==> config.mk <==
export PLATFORM = sky130hd
export DESIGN_NAME = ssd_scan_controller
export DESIGN_NICKNAME = d
export VERILOG_FILES = /design/src/rtl/ssd_pkg.sv /design/src/rtl/ssd_hex_decoder.sv /design/src/rtl/ssd_scan_controller.sv
export SDC_FILE = /design/constraint.sdc
export NUM_CORES = 1
export LEC_CHECK = 0
export ABC_AREA = 1
export ABC_CLOCK_PERIOD_IN_PS = 4300
export CORE_MARGIN = 2
export CORE_UTILIZATION = 50
export DETAILED_ROUTE_END_ITERATION = 16
export PLACE_DENSITY = 0.83
export SYNTH_ARGS = -nofsm -noshare
export SYNTH_HDL_FRONTEND = slang
export SYNTH_SLANG_ARGS = --single-unit
==> constraint.sdc <==
create_clock -name board_clk -period 4.3 [get_ports board_clk]
set_input_delay 0.86 -clock board_clk [delete_from_list [all_inputs] [get_ports board_clk]]
set_output_delay 0.86 -clock board_clk [all_outputs]
set_load 0.02 [all_outputs]
==> src/rtl/ssd_pkg.sv <==
// Shared constants and helpers for the seven-segment scan controller.
package ssd_pkg;

  localparam logic [6:0] SEG_BLANK = 7'h7F;

  // Active-low {a,b,c,d,e,f,g} patterns, indexed by hex nibble.
  localparam logic [6:0] SEG_TABLE [16] = '{
    7'b0000001, 7'b1001111, 7'b0010010, 7'b0000110,
    7'b1001100, 7'b0100100, 7'b0100000, 7'b0001111,
    7'b0000000, 7'b0000100, 7'b0001000, 7'b1100000,
    7'b0110001, 7'b1000010, 7'b0110000, 7'b0111000
  };

  // A single-digit array still needs a one-bit index register.
  function automatic int unsigned idx_width(input int unsigned n);
    return (n > 1) ? $clog2(n) : 1;
  endfunction

endpackage

==> src/rtl/ssd_hex_decoder.sv <==
// Combinational hex nibble to active-low seven-segment pattern.
module ssd_hex_decoder
  import ssd_pkg::*;
(
  input  logic [3:0] nibble_i,
  output logic [6:0] seg_o
);

  assign seg_o = SEG_TABLE[nibble_i];

endmodule

==> src/rtl/ssd_scan_controller.sv <==
// Time-multiplexed N-digit common-anode seven-segment driver with frame-synchronous data updates.
// Leading-zero suppression is built when SSD_LEADING_ZERO_BLANK_EN is defined.
module ssd_scan_controller
  import ssd_pkg::*;
#(
  parameter int unsigned N_DIGITS = 8,
  parameter int unsigned SCAN_DIV = 131072,
  parameter int unsigned PWM_BITS = 4
) (
  input  logic                  board_clk,
  input  logic                  Reset,
  input  logic [4*N_DIGITS-1:0] digits,
  input  logic [N_DIGITS-1:0]   dp_in,
  input  logic [N_DIGITS-1:0]   blank_in,
  input  logic                  load,
  input  logic [PWM_BITS-1:0]   brightness,
  output logic [N_DIGITS-1:0]   An,
  output logic [6:0]            Cath,
  output logic                  Dp,
  output logic                  frame_tick
);

  localparam int unsigned IdxW = idx_width(N_DIGITS);
  localparam int unsigned PreW = $clog2(SCAN_DIV);
  localparam logic [PreW-1:0] PreLast = PreW'(SCAN_DIV - 1);
  localparam logic [IdxW-1:0] IdxLast = IdxW'(N_DIGITS - 1);

  logic [PreW-1:0]       presc_q, presc_d;
  logic [IdxW-1:0]       idx_q, idx_d;
  logic [PWM_BITS-1:0]   pwm_q, pwm_d;
  logic                  tick_q, tick_d;
  logic [4*N_DIGITS-1:0] pend_dig_q, pend_dig_d, act_dig_q, act_dig_d;
  logic [N_DIGITS-1:0]   pend_dp_q, pend_dp_d, act_dp_q, act_dp_d;
  logic [N_DIGITS-1:0]   pend_blank_q, pend_blank_d, act_blank_q, act_blank_d;
  logic [N_DIGITS-1:0]   lz_q, lz_d;
  logic [N_DIGITS-1:0]   an_q, an_d;
  logic [6:0]            cath_q, cath_d;
  logic                  dp_q, dp_d;

  logic                  slot_end;
  logic                  slot_en;
  logic [N_DIGITS-1:0]   hide;
  logic [3:0]            sel_nib;
  logic [6:0]            sel_seg;

  // tick_q is precomputed from next state so it is high during the wrap cycle itself.
  always_comb begin
    slot_end = (presc_q == PreLast);
    presc_d  = slot_end ? '0 : presc_q + PreW'(1);
    idx_d    = idx_q;
    if (slot_end) begin
      idx_d = (idx_q == IdxLast) ? '0 : idx_q + IdxW'(1);
    end
    pwm_d  = pwm_q + PWM_BITS'(1);
    tick_d = (presc_d == PreLast) && (idx_d == IdxLast);
  end

  // Using the pending next-state gives the load-on-wrap bypass for free.
  always_comb begin
    pend_dig_d   = pend_dig_q;
    pend_dp_d    = pend_dp_q;
    pend_blank_d = pend_blank_q;
    if (load) begin
      pend_dig_d   = digits;
      pend_dp_d    = dp_in;
      pend_blank_d = blank_in;
    end
    act_dig_d   = act_dig_q;
    act_dp_d    = act_dp_q;
    act_blank_d = act_blank_q;
    if (tick_q) begin
      act_dig_d   = pend_dig_d;
      act_dp_d    = pend_dp_d;
      act_blank_d = pend_blank_d;
    end
  end

`ifdef SSD_LEADING_ZERO_BLANK_EN
  logic lz_run;
  always_comb begin
    lz_d   = '0;
    lz_run = 1'b1;
    for (int i = N_DIGITS - 1; i > 0; i--) begin
      if (lz_run && (act_dig_d[4*i +: 4] == 4'h0) && !act_dp_d[i]) begin
        lz_d[i] = 1'b1;
      end else begin
        lz_run = 1'b0;
      end
    end
  end
`else
  assign lz_d = '0;
`endif

  assign sel_nib = act_dig_q[{idx_q, 2'b00} +: 4];

  ssd_hex_decoder u_hex_decoder (
    .nibble_i (sel_nib),
    .seg_o    (sel_seg)
  );

  always_comb begin
    slot_en = (&brightness) || (pwm_q < brightness);
    hide    = act_blank_q | lz_q;
    an_d    = '1;
    if (slot_en && !hide[idx_q]) begin
      an_d[idx_q] = 1'b0;
    end
    cath_d = sel_seg;
    dp_d   = ~act_dp_q[idx_q];
  end

  always_ff @(posedge board_clk or posedge Reset) begin
    if (Reset) begin
      presc_q      <= '0;
      idx_q        <= '0;
      pwm_q        <= '0;
      tick_q       <= 1'b0;
      pend_dig_q   <= '0;
      pend_dp_q    <= '0;
      pend_blank_q <= '1;
      act_dig_q    <= '0;
      act_dp_q     <= '0;
      act_blank_q  <= '1;
      lz_q         <= '0;
      an_q         <= '1;
      cath_q       <= SEG_BLANK;
      dp_q         <= 1'b1;
    end else begin
      presc_q      <= presc_d;
      idx_q        <= idx_d;
      pwm_q        <= pwm_d;
      tick_q       <= tick_d;
      pend_dig_q   <= pend_dig_d;
      pend_dp_q    <= pend_dp_d;
      pend_blank_q <= pend_blank_d;
      act_dig_q    <= act_dig_d;
      act_dp_q     <= act_dp_d;
      act_blank_q  <= act_blank_d;
      lz_q         <= lz_d;
      an_q         <= an_d;
      cath_q       <= cath_d;
      dp_q         <= dp_d;
    end
  end

  assign An         = an_q;
  assign Cath       = cath_q;
  assign Dp         = dp_q;
  assign frame_tick = tick_q;

endmodule

==> results.md, run 1 <==
Timing:
- Of the available clock period, the critical path in the final layout requires 0.621.
- The worst clock skew on the final layout is 0.00749 ns.
- Static timing analysis puts the maximum clock frequency at 375 MHz.
- The hold violation count in the final report is 0.
- Setup repair after global routing left no endpoint under its margin.
- The count of final max-slew check failures is 0.
- In this run the tightest slew margin relative to its limit is 0.270.
- Setup violations remaining at the end of the flow were counted as 0.
- The slew of the pin with the lowest slew margin is between 1 and 1.5 ns.
- Counting I/O delays and the setup requirement, the final critical path takes about 2.7 ns.
- Adding up every negative setup slack in the final design gives 0 ns.

Clocking:
- In this run, CTS created clock tree buffers numbering 17.
- The buffer cell driving the clock tree root is clkbuf_16.
- The clock tree from TritonCTS is done.
- No sink is reached through more buffers than the 2 on the longest clock path.
- The total of hold buffers inserted after clock tree synthesis is 0.
- The post-CTS setup buffer count is 0.
- The H-tree generated during clock tree synthesis spans 4 levels.
- Clock-pin slew was measured on the worst setup and hold paths at approximately 0.06 ns.
- CTS saw 137 sinks.
- The later pin in the worst-skew pair is clocked with a latency of between 0.4 and 0.5 ns.
- Once the clock tree was built, the resizer swapped 0 gates to a different size.

Routing:
- The aggregate routed wire length is about 14 mm.
- For this run, the detailed router's first-pass iteration total came to 6.
- The total vias in the final route is 4581.
- Using the TritonRoute via totals, the vias-per-cell ratio works out to around 5.4.
- The count of routing violations after the opening detailed-route iteration is approximately 390.
- The average wire per standard cell is roughly 16 um.
- For this run, design rule violations remaining after detail routing come to 0.
- In this run the remaining antenna-violating nets after routing total 0.

Synthesis:
- The cell area that synthesis handed to floorplanning was 6160 um^2.
- The count of synthesis-stage warnings from yosys is 0.
- The most used flip-flop cell after synthesis is dfrtp_1.
- The net count after synthesis is around 700.
- The synthesized design contains 0 enable-type register cells.
- The cell count after synthesis is ~600.
- The post-synthesis async set-or-reset flop share is 1.00.
- The sequential-to-total area share from yosys stat is 0.563.
- The number of synthesized register bits is about 140.
- The number of unique standard cell types used by synthesis is 34.
- The average size of a mapped cell is approximately 10 um^2.

Pwr:
- The static leakage power is around 3.6 nW.
- The switching share of power is 0.214.
- The share of total power dissipated in the clock network is 0.492.
- The analysis attributes to net switching a power of ~0.64 mW.
- The share of total power dissipated in sequential elements is 0.454.
- The internal portion of the total power is between 2 and 2.5 mW.
- For this design the ratio of total power to cell area is between 300 and 400 nW/um^2.
- The total design power is ~3.0 mW.
- The share of total power dissipated in combinational logic is 0.054.
- VDD sags by at most roughly 210 uV.

Setup path:
- The maximum fanout along the worst path is 18.
- The required time reported for the critical path endpoint is 4.64 ns.
- STA puts the critical path data arrival time at approximately 3.0 ns.
- The sort of element at the end of the critical path is a register.
- In this run the register-to-register setup slack is 1.63 ns.
- In this run the critical register-to-register path is captured at frame_tick$_DFF_PP0_.
- The worst setup path is of the register to register kind.
- The worst setup path startpoint is presc_q[0]$_DFF_PP0_.
- Measured in cells, the most critical reg-to-reg path has a length of 19.
- STA classifies the critical path startpoint as a register.
- The critical path ends at frame_tick$_DFF_PP0_.
- The startpoint of the lowest-slack register-to-register path is presc_q[0]$_DFF_PP0_.

Job:
- The total of max-cap violations is 0.

Floorplanning:
- The area of the core is about 12000 um^2.
- The effective utilization at floorplan is 0.513.
- For this design the top-level I/O count stands at ~70.
- The floorplan row count is 40.
- The die outline area is approximately 13000 um^2.
- The width of the die is 115 um.
- From bottom edge to top edge, the die measures ~120 um.

Finish:
- The post-route core utilization is 0.632.
- In the final layout, the share of cells above drive strength 1 is 0.213.
- At the end of the flow, the number of nets in the layout was 760.
- Relative to the synthesized area, the layout overhead comes to 23.2%.
- The number of inserted diodes is 0.

GRT:
- The total routing usage reported by global routing is 0.222.
- The met1 global-route usage is 0.261.
- The fraction of met3 tracks used by global routing is 0.0585.
- The global-route track usage on met2 is 0.383.
- The wire length of the first global-routing pass is ~23 mm.
- After global routing the overflow that remains totals 0.
- Entering global routing, the biggest net connects between 80 and 90 pins.
- The initial antenna violation count is 0.
- The layer flagged by global routing as most heavily used is met2.
- The via count of the first global-routing pass is between 4000 and 5000.

Min path:
- The path category of the worst min-delay check is register to register.
- The number of stages on the worst hold path is 1.

Placed design:
- Detailed placement finished with a half-perimeter wire length of ~9.2 mm.
- The routability-driven placement congestion ratio is about 0.87.
- Port buffering added 71 buffers.

Outcome:
- The run finished with clean final reports.
## area by class of cell
cell class                      instances  area (um^2)
Inverter                               82          312
Clock inverter                         15          176
Fill cell                             926         4420
Clock buffer                           17          425
Tap cell                              147          184
Timing Repair Buffer                   74          741
Sequential cell                       137         3470
Multi-Input combinational cell        379         2280
## state kept, by name (all words and copies together), names as in the netlist, 3 cells and up
register,count
act_dig_q,32
pend_dig_q,32
presc_q,17
An,8
act_blank_q,8
act_dp_q,8
pend_blank_q,8
pend_dp_q,8
Cath,7
pwm_q,4
idx_q,3
## layout by cell type (no fill, tap or decap), types with 2 or more instances in the layout
cell and n:
dfstp_2 32, buf_4 2, nor3b_1 2, mux2_2 64
o21ai_0 52, o22ai_1 8, clkinvlp_4 7, o21ai_1 7
clkinv_2 3, a21oi_1 7, inv_1 75, nor3_1 2
nor2_1 36, dfrtp_1 104, nand2_1 132, ha_1 14
clkbuf_16 17, bufinv_16 3, nand2_2 2, clkdlybuf4s50_1 70
nand3_1 27, nor2_2 4, inv_2 5, inv_6 2
nand4_1 12
## power groups by stage
stage               logic, mW  registers [mW]  clock network (mW)
global placement        0.154            1.37                   0
global route            0.176            1.36                1.55
floorplan              0.0857            1.37                   0
detailed placement      0.162            1.38                   0
finish                  0.160            1.35                1.46
CTS                     0.163            1.35                1.48
## per-layer routing
layer | routed length [um] | vias to the layer above
met1 | 5380 | 2228
met5 | 0 | -
li1 | - | 2148
met3 | 755 | 40
met2 | 6960 | 165
met4 | 412 | 0
## synthesized netlist by cell type, types with 2 or more instances
| cell type | number | area share |
|---|---|---|
| nand2_2 | 2 | 0.0020 |
| dfrtp_1 | 105 | 0.43 |
| buf_2 | 8 | 0.0065 |
| mux2_2 | 64 | 0.12 |
| clkbuf_1 | 5 | 0.0030 |
| inv_1 | 76 | 0.046 |
| a21oi_1 | 7 | 0.0057 |
| nor3b_1 | 2 | 0.0024 |
| nor2_2 | 4 | 0.0041 |
| nand2_1 | 132 | 0.080 |
| buf_4 | 3 | 0.0037 |
| nand3_1 | 27 | 0.022 |
| nor3_1 | 2 | 0.0016 |
| o21ai_1 | 7 | 0.0057 |
| nor2_1 | 36 | 0.022 |
| ha_1 | 14 | 0.028 |
| buf_1 | 3 | 0.0018 |
| nand4_1 | 12 | 0.012 |
| inv_2 | 5 | 0.0030 |
| dfstp_2 | 32 | 0.14 |
| o22ai_1 | 8 | 0.0081 |
| o21ai_0 | 52 | 0.042 |
## worst max-delay path: stages, from the launching register on
cell	delay, ns
dfrtp_1	0.42
ha_1	0.24
nand3_1	0.12
nor2_2	0.06
nand2_1	0.08
clkinv_1	0.10
nand3_1	0.11
nor2_1	0.05
ha_1	0.25
inv_2	0.26
nand2_1	0.09
nor2_1	0.15
nand2_1	0.07
nor2_1	0.11
nand2_1	0.06
nor2_1	0.12
nand2_1	0.08
nor2_1	0.09
nand2_1	0.05
nor2_1	0.08
## worst min path at each step
stage	slack (ns)	end	start
after floorplan	0.44	pwm_q[0]$_DFF_PP0_	pwm_q[0]$_DFF_PP0_
after global placement	0.45	pwm_q[0]$_DFF_PP0_	pwm_q[0]$_DFF_PP0_
after detailed placement	0.47	pwm_q[3]$_DFF_PP0_	pwm_q[3]$_DFF_PP0_
after CTS	0.48	pwm_q[3]$_DFF_PP0_	pwm_q[3]$_DFF_PP0_
after global routing	0.51	pend_dp_q[5]$_DFF_PP0_	pend_dp_q[5]$_DFF_PP0_
final	0.48	pwm_q[0]$_DFF_PP0_	pwm_q[0]$_DFF_PP0_
## through the flow
stage	std cells	cell area (um^2)	hold slack [ns]	setup slack, ns
2_1_floorplan	618	6170	0.437	1.76
3_3_place_gp	819	6990	0.454	1.81
3_5_place_dp	819	6990	0.472	1.74
4_1_cts	851	7590	0.484	1.67
5_1_grt	851	7590	0.506	1.32
6_report	851	7590	0.482	1.63
## cell families after synthesis
kind of cell             Yosys count  synth area share
XOR/XNOR                           2           0.00284
AND/OR/NAND/NOR                  221             0.155
adder cells (fa/ha/maj)           14            0.0284
buffers and inverters            102            0.0668
flip-flops                       137             0.563
AO/OA/AOI/OAI                     78            0.0668
multiplexers                      64             0.117
(Power assumes the default switching activity.)
==> run 2: changes to the inputs <==
--- a/config.mk
+++ b/config.mk
@@ -6,7 +6,7 @@
 export NUM_CORES = 1
 export LEC_CHECK = 0
 export ABC_AREA = 1
-export ABC_CLOCK_PERIOD_IN_PS = 4300
+export ABC_CLOCK_PERIOD_IN_PS = 2200
 export CORE_MARGIN = 2
 export CORE_UTILIZATION = 50
 export DETAILED_ROUTE_END_ITERATION = 16
==> constraint.sdc (replaced) <==
create_clock -name board_clk -period 2.2 [get_ports board_clk]
set_input_delay 0.44 -clock board_clk [delete_from_list [all_inputs] [get_ports board_clk]]
set_output_delay 0.44 -clock board_clk [all_outputs]
set_load 0.02 [all_outputs]
==> results.md, run 2 (synthesized netlist as in run 1, its figures left out) <==
Clocking:
- The clock latency on the worst-skew pair is 0.42 ns.
- The H-tree level count is 4.
- The clock-pin slew of the registers on the worst-case setup and hold paths is 0.06 ns.
- The total of hold buffers inserted after clock tree synthesis is 0.
- The buffer cell driving the clock tree root is clkbuf_16.
- The number of buffers created by CTS is 17.
- The clock tree from TritonCTS is done.
- The maximum clock insertion buffer count is 2.
- Clock tree synthesis found a total of between 100 and 150 sinks.

Timing:
- Setup violations remaining at the end of the flow were counted as 1.
- Setup repair after global routing could not meet its margin everywhere.
- At the pin with the least slew margin, the transition time is 0.746 ns.
- The maximum frequency from static timing analysis is about 420 MHz.
- The fraction of the cycle the final worst path needs is 1.08.
- The relative slew slack is 0.502.
- The worst hold-check slack is between 0.3 and 0.4 ns.
- Summed over all failing endpoints, the final setup total negative slack is -0.168 ns.
- After layout, the worst setup slack is -0.168 ns.
- The count of final max-slew check failures is 0.
- The minimum clock period is around 2.4 ns.
- The hold violation count in the final report is 0.
- Across the routed clock network, the largest skew measured is between 0.005 and 0.006 ns.

Placed design:
- The cell area after placement is around 7200 um^2.
- Once placement completed, the tool counted placed cells totaling approximately 840.
- During placement, the flow inserted port buffers numbering between 70 and 80.
- The HPWL after detailed placement is 9.51 mm.
- The routability-driven placement congestion ratio is 0.913.

Min path:
- The worst hold path belongs to the class primary input to async pin.

Setup path:
- On the worst path, the slowest cell contributes a delay of approximately 0.42 ns.
- The classification of the worst setup path is register to register.
- The worst-path cell with the longest stage delay is dfrtp_1.
- Along the worst path, the maximum fanout reaches 3.
- The signal on the critical path passes through ha_4, nand3_4, nor2_4, nand2_2, inv_4, nand3_4, nor2_4, ha_4, buf_4, buf_4, a21oi_1, nand3_2, nor2_2, nand2_1, nor2_1, nand2_1, nor2_1.
- The nature of the critical path startpoint is a register.
- The arrival time reported for the critical path endpoint is approximately 2.7 ns.
- The worst setup path is captured at a register.
- The required time reported for the critical path endpoint is 2.55 ns.

Finish:
- Once layout is done, the placed cells without fillers occupy slightly above 8000 um^2.
- Leaving out fill and tap cells, the most frequent cell in the layout is nand2_1.
- The number of antenna diodes in the final layout is 0.
- After filler insertion, the fill cell instance count of the layout stands at about 880.
- The synthesis-to-layout area growth is 31.3%.
- The final layout contains 807 nets.
- The number of standard cells in the final layout excluding fillers is 898.
- The largest registers in the layout are act_dig_q x32, pend_dig_q x32, presc_q x17.
- The library cells used most frequently in the layout, excluding fill and tap cells, are nand2_1 (123), dfrtp_1 (103), inv_1 (75).
- The fraction of final layout cells with drive strength greater than 1 is 0.290.

GRT:
- The initial antenna violation count is 0.
- The total routing usage reported by global routing is 0.228.
- The total overflow left after global routing is 0.
- The pin count of the biggest net entering global routing is 81.
- The via count of the first global-routing pass is 4996.
- The wire length of the first global-routing pass is 23.4 mm.

Routing:
- The number of optimization iterations in the first detailed-route pass is 6.
- The detailed router placed between 4000 and 5000 vias in this run.
- The number of antenna-violating nets in the routed design is 0.
- The count of routing violations after the opening detailed-route iteration is about 350.
- The total DRC errors in the routed layout is 0.
- The average wire per standard cell is around 16 um.
- Dividing the detail-routed via count by the number of cells gives about 5.3.
- The aggregate routed wire length is between 10 and 15 mm.

Floorplanning:
- The die outline area is around 13000 um^2.
- The height of the die is about 120 um.
- From left edge to right edge, the die measures about 120 um.
- For this configuration, the core starts out at a cell density of 0.513.
- The core region is around 12000 um^2.
- The floorplan has 40 rows.
- Pin placement for this block handled 72 I/O pins.

Pwr:
- The power per cell area is 717 nW/um^2.
- In this run the static leakage power is slightly below 4 nW.
- The worst vdd rail ir drop is around 360 uV.

Job:
- Across the run, the number of max-cap violations was 0.

Outcome:
- The run finished, with violations left.
- The final reports fail on setup timing.
==> run 2: cell types whose count changed in the layout (fill, tap and decap cells not counted), moves of 3 or more <==
cell,change
clkinv_2,+3
buf_4,+42
buf_6,+3
nand2_2,+9
nand3_1,-4
nand2_1,-9
clkinvlp_4,-4
nor2_1,-3
==> run 2: layout make-up <==
class	count	area [um^2]	area share
sequential	137	3470	0.429
multi-input combinational	379	2400	0.296
timing repair buffer	121	1130	0.140
clock buffer	20	468	0.0578
inverter	82	317	0.0391
tap	147	184	0.0227
clock inverter	12	123	0.0152
==> run 2: power by group <==
group | total (mW) | internal, mW | switching [mW]
sequential | 2.64 | 2.62 | 0.0221
clock | 2.83 | 1.75 | 1.08
combinational | 0.323 | 0.181 | 0.142
total | 5.80 | 4.56 | 1.24
==> run 2: path summary, 6_finish.rpt <==
check | start | cells past startpoint | slack, ns | endpoint
max in group asynchronous | Reset | 3 | 1.19 | An[2]$_DFF_PP1_
max | presc_q[1]$_DFF_PP0_ | 17 | -0.17 | frame_tick$_DFF_PP0_
min reg2reg | pwm_q[0]$_DFF_PP0_ | 1 | 0.47 | pwm_q[0]$_DFF_PP0_
min in group board_clk | pwm_q[0]$_DFF_PP0_ | 1 | 0.47 | pwm_q[0]$_DFF_PP0_
max reg2reg | presc_q[1]$_DFF_PP0_ | 17 | -0.17 | frame_tick$_DFF_PP0_
min | Reset | 2 | 0.39 | pend_dig_q[27]$_DFF_PP0_
==> run 2: what timing repair did <==
item                                    CTS  global route
endpoints found under the hold margin     0             0
pin swaps                                11            13
setup buffers                            21             6
endpoints found under the setup margin    1             3
resized for setup                        11            23
==> run 2: routing by layer <==
layer | wire [um] | vias to the layer above | share of wire | track usage
li1 | - | 2245 | - | -
met1 | 5810 | 2295 | 0.40 | 0.260
met2 | 7530 | 161 | 0.51 | 0.403
met3 | 790 | 49 | 0.054 | 0.0543
met4 | 544 | 0 | 0.037 | 0.114
met5 | 0 | - | 0 | 0
==> run 2: through the flow <==
stage          utilization  total power, mW  setup WS (ns)
2_1_floorplan            -             2.84         0.0783
3_3_place_gp         0.598             2.99        -0.0138
3_5_place_dp         0.598             3.01         -0.149
4_1_cts              0.663             5.82         -0.115
5_1_grt              0.673             5.99         -0.289
6_report             0.673             5.80         -0.168
==> run 2: critical path, delay by kind of cell, from the launching register on <==
family          cells  cell delay, ns
compound gates      1            0.25
buf+inv             3            0.30
fa+ha+maj           2            0.36
simple gates       11            0.95
flops               1            0.42
==> run 3: changes to the inputs <==
--- a/config.mk
+++ b/config.mk
@@ -8,9 +8,10 @@
 export ABC_AREA = 1
 export ABC_CLOCK_PERIOD_IN_PS = 2200
 export CORE_MARGIN = 2
-export CORE_UTILIZATION = 50
+export CORE_UTILIZATION = 40
 export DETAILED_ROUTE_END_ITERATION = 16
-export PLACE_DENSITY = 0.83
+export PLACE_DENSITY = 0.71
 export SYNTH_ARGS = -nofsm -noshare
 export SYNTH_HDL_FRONTEND = slang
 export SYNTH_SLANG_ARGS = --single-unit
+export TNS_END_PERCENT = 1
==> results.md, run 3 (synthesized netlist as in run 1, its figures left out) <==
Outcome:
- The run finished, with violations left.
- The checks that failed: setup timing.

Pwr:
- Summed over all cells, the static leakage comes to approximately 3.8 nW.
- IR analysis of the VDD net gives a maximum drop of approximately 550 uV.
- The power per cell area is 732 nW/um^2.

Timing:
- The count of final max-slew check failures is 0.
- After layout, the minimum clock period comes to approximately 2.3 ns.
- Setup violations remaining at the end of the flow were counted as 1.
- Timing would allow up to approximately 440 MHz.
- The worst clock skew on the final layout is ~0.0052 ns.
- In the finished design, the share of the clock period the worst path needs comes to 1.03.
- Setup repair after global routing could not meet its margin everywhere.
- In this run the tightest slew margin relative to its limit is 0.499.
- The setup TNS is -0.0614 ns.
- The final worst setup slack is -0.0614 ns.
- The hold violation count in the final report is 0.
- For the pin with the worst max-slew slack, the measured transition is roughly 0.75 ns.

Min path:
- The path category of the worst min-delay check is primary input to async pin.

Floorplanning:
- The number of placed I/O pins is 72.
- The floorplan row count is 45.
- From left edge to right edge, the die measures 128 um.
- Measured along the y axis, the die boundary spans around 130 um.
- The initial utilization of the core area, before any placement, comes to 0.407.
- The area of the core is roughly 15000 um^2.
- The floorplan step defined a die boundary enclosing between 15000 and 20000 um^2.

Setup path:
- STA classifies the critical path startpoint as a register.
- The worst setup path is captured at a register.
- The cell that appears most often on the critical path is buf_4.
- For this run, the slowest stage of the critical path takes between 0.3 and 0.4 ns.
- Data on the critical path arrives at its endpoint at 2.60 ns.
- The number of buffers and inverters on the critical path is 7.
- Of all nets on the critical path, the largest fanout is 2.
- The critical path goes through ha_2, nand3_4, buf_6, buf_4, buf_4, buf_4, buf_4, buf_4, buf_4, o21bai_4, nand3_2, nor2_2, nand2_1, nor2_1, nand2_1, nor2_1.
- The required time reported for the critical path endpoint is ~2.5 ns.
- The cell family contributing the most delay on the critical path is buffers and inverters.
- On the critical path, the stage with the largest delay is an instance of dfrtp_1.
- The critical path is of the register to register type.

Clocking:
- CTS built an H-tree with a depth of 4.
- The clock-pin slew of the registers on the worst-case setup and hold paths is ~0.060 ns.
- The number of buffers created by CTS is 17.
- The maximum clock insertion buffer count is 2.
- The clock tree from TritonCTS is done.
- At the later pin of the worst-skew pair, clock insertion delay measures about 0.42 ns.
- The number of sinks driven by the clock tree is approximately 140.
- The buffer cell driving the clock tree root is clkbuf_16.

Routing:
- Once detail routing completed, the nets flagged for antenna violations numbered 0.
- The count of routing violations after the opening detailed-route iteration is about 230.
- The total DRC errors in the routed layout is 0.
- The average wire per standard cell is ~14 um.
- Across all layers, the routed design uses roughly 4500 vias.
- Wires add up to approximately 13 mm.
- The detailed-route vias per instance is 4.92.
- The first TritonRoute pass finished after 4 iterations.

GRT:
- The global route total overflow is 0.
- The wire length of the first global-routing pass is ~22 mm.
- For this run, the total global-route usage over all layers was measured as 0.170.
- The initial antenna violation count is 0.
- Entering global routing, the biggest net connects 89 pins.
- The via count of the first global-routing pass came to 4648.

Finish:
- The most common cell after layout, fill and taps aside is nand2_1.
- The number of inserted diodes is 0.
- The count of nets after finishing is just under 800.
- Leaving out fill and tap cells, the most frequent cells in the layout are nand2_1 (127), dfrtp_1 (104), inv_1 (75).
- The largest registers in the layout are act_dig_q x32, pend_dig_q x32, presc_q x17.
- The synthesis-to-layout area growth is 29.6%.
- The filler cell count is approximately 1300.
- The finished cells cover about 8000 um^2.
- Of the cells placed in the final design, the portion with a size suffix greater than 1 is 0.263.

Placed design:
- The number of buffers inserted by port buffering is slightly above 70.
- The cell area after placement is 7190 um^2.
- At the end of routability-driven placement, the weighted congestion stood at ~0.87.
- The HPWL after detailed placement is between 9 and 10 mm.

Job:
- The total of max-cap violations is 0.
## run 3: cell count changes in the layout (fill, tap and decap cells not counted), sizes merged
cell and change:
bufinv +1, buf -20, clkinvlp -1
## run 3: final timing paths
kind | from | endpoint | slack [ns] | cells after the start
setup / recovery | presc_q[0]$_DFF_PP0_ | frame_tick$_DFF_PP0_ | -0.06 | 16
hold / removal | Reset | pend_blank_q[7]$_DFF_PP1_ | 0.45 | 2
setup reg to reg | presc_q[0]$_DFF_PP0_ | frame_tick$_DFF_PP0_ | -0.06 | 16
hold reg to reg | pwm_q[0]$_DFF_PP0_ | pwm_q[0]$_DFF_PP0_ | 0.47 | 1
max in group asynchronous | Reset | Cath[2]$_DFF_PP1_ | 1.19 | 3
min in group board_clk | pwm_q[0]$_DFF_PP0_ | pwm_q[0]$_DFF_PP0_ | 0.47 | 1
## run 3: per-stage QoR
stage / cells / util / power [mW] / worst slack [ns] / hold WS [ns]
3_5_place_dp: 875 / 0.475 / 3.01 / -0.155 / 0.470
2_1_floorplan: 618 / - / 2.84 / 0.0783 / 0.437
4_1_cts: 917 / 0.521 / 5.91 / -0.105 / 0.434
3_3_place_gp: 875 / 0.475 / 2.99 / -0.0684 / 0.460
5_1_grt: 919 / 0.527 / 6.07 / -0.210 / 0.457
6_report: 919 / 0.527 / 5.85 / -0.0614 / 0.448
## run 3: cell type report
class	count	area, um^2	share of cell area
sequential	137	3470	0.434
tap	188	235	0.0295
timing repair buffer	101	988	0.124
multi-input combinational	379	2370	0.297
clock inverter	12	149	0.0186
clock buffer	20	457	0.0572
inverter	82	314	0.0393
## run 3: what timing repair did
| action | CTS | global route |
|---|---|---|
| buffers inserted | 10 | 3 |
| cloned | 0 | 0 |
| setup endpoints to repair | 1 | 4 |
| hold buffers | 0 | 0 |
| pin swaps | 8 | 11 |
| gates resized for setup | 6 | 18 |
## run 3: metal layers
metal  track usage  wire length, um
met5             0                0
met4        0.0633              246
met3        0.0438              577
met2         0.296             6710
met1         0.204             5660
## run 3: report_power, final
part / switching, mW / total, mW / internal, mW
sequential: 0.0198 / 2.64 / 2.62
combinational: 0.139 / 0.317 / 0.179
clock: 1.05 / 2.89 / 1.84
total: 1.21 / 5.85 / 4.63
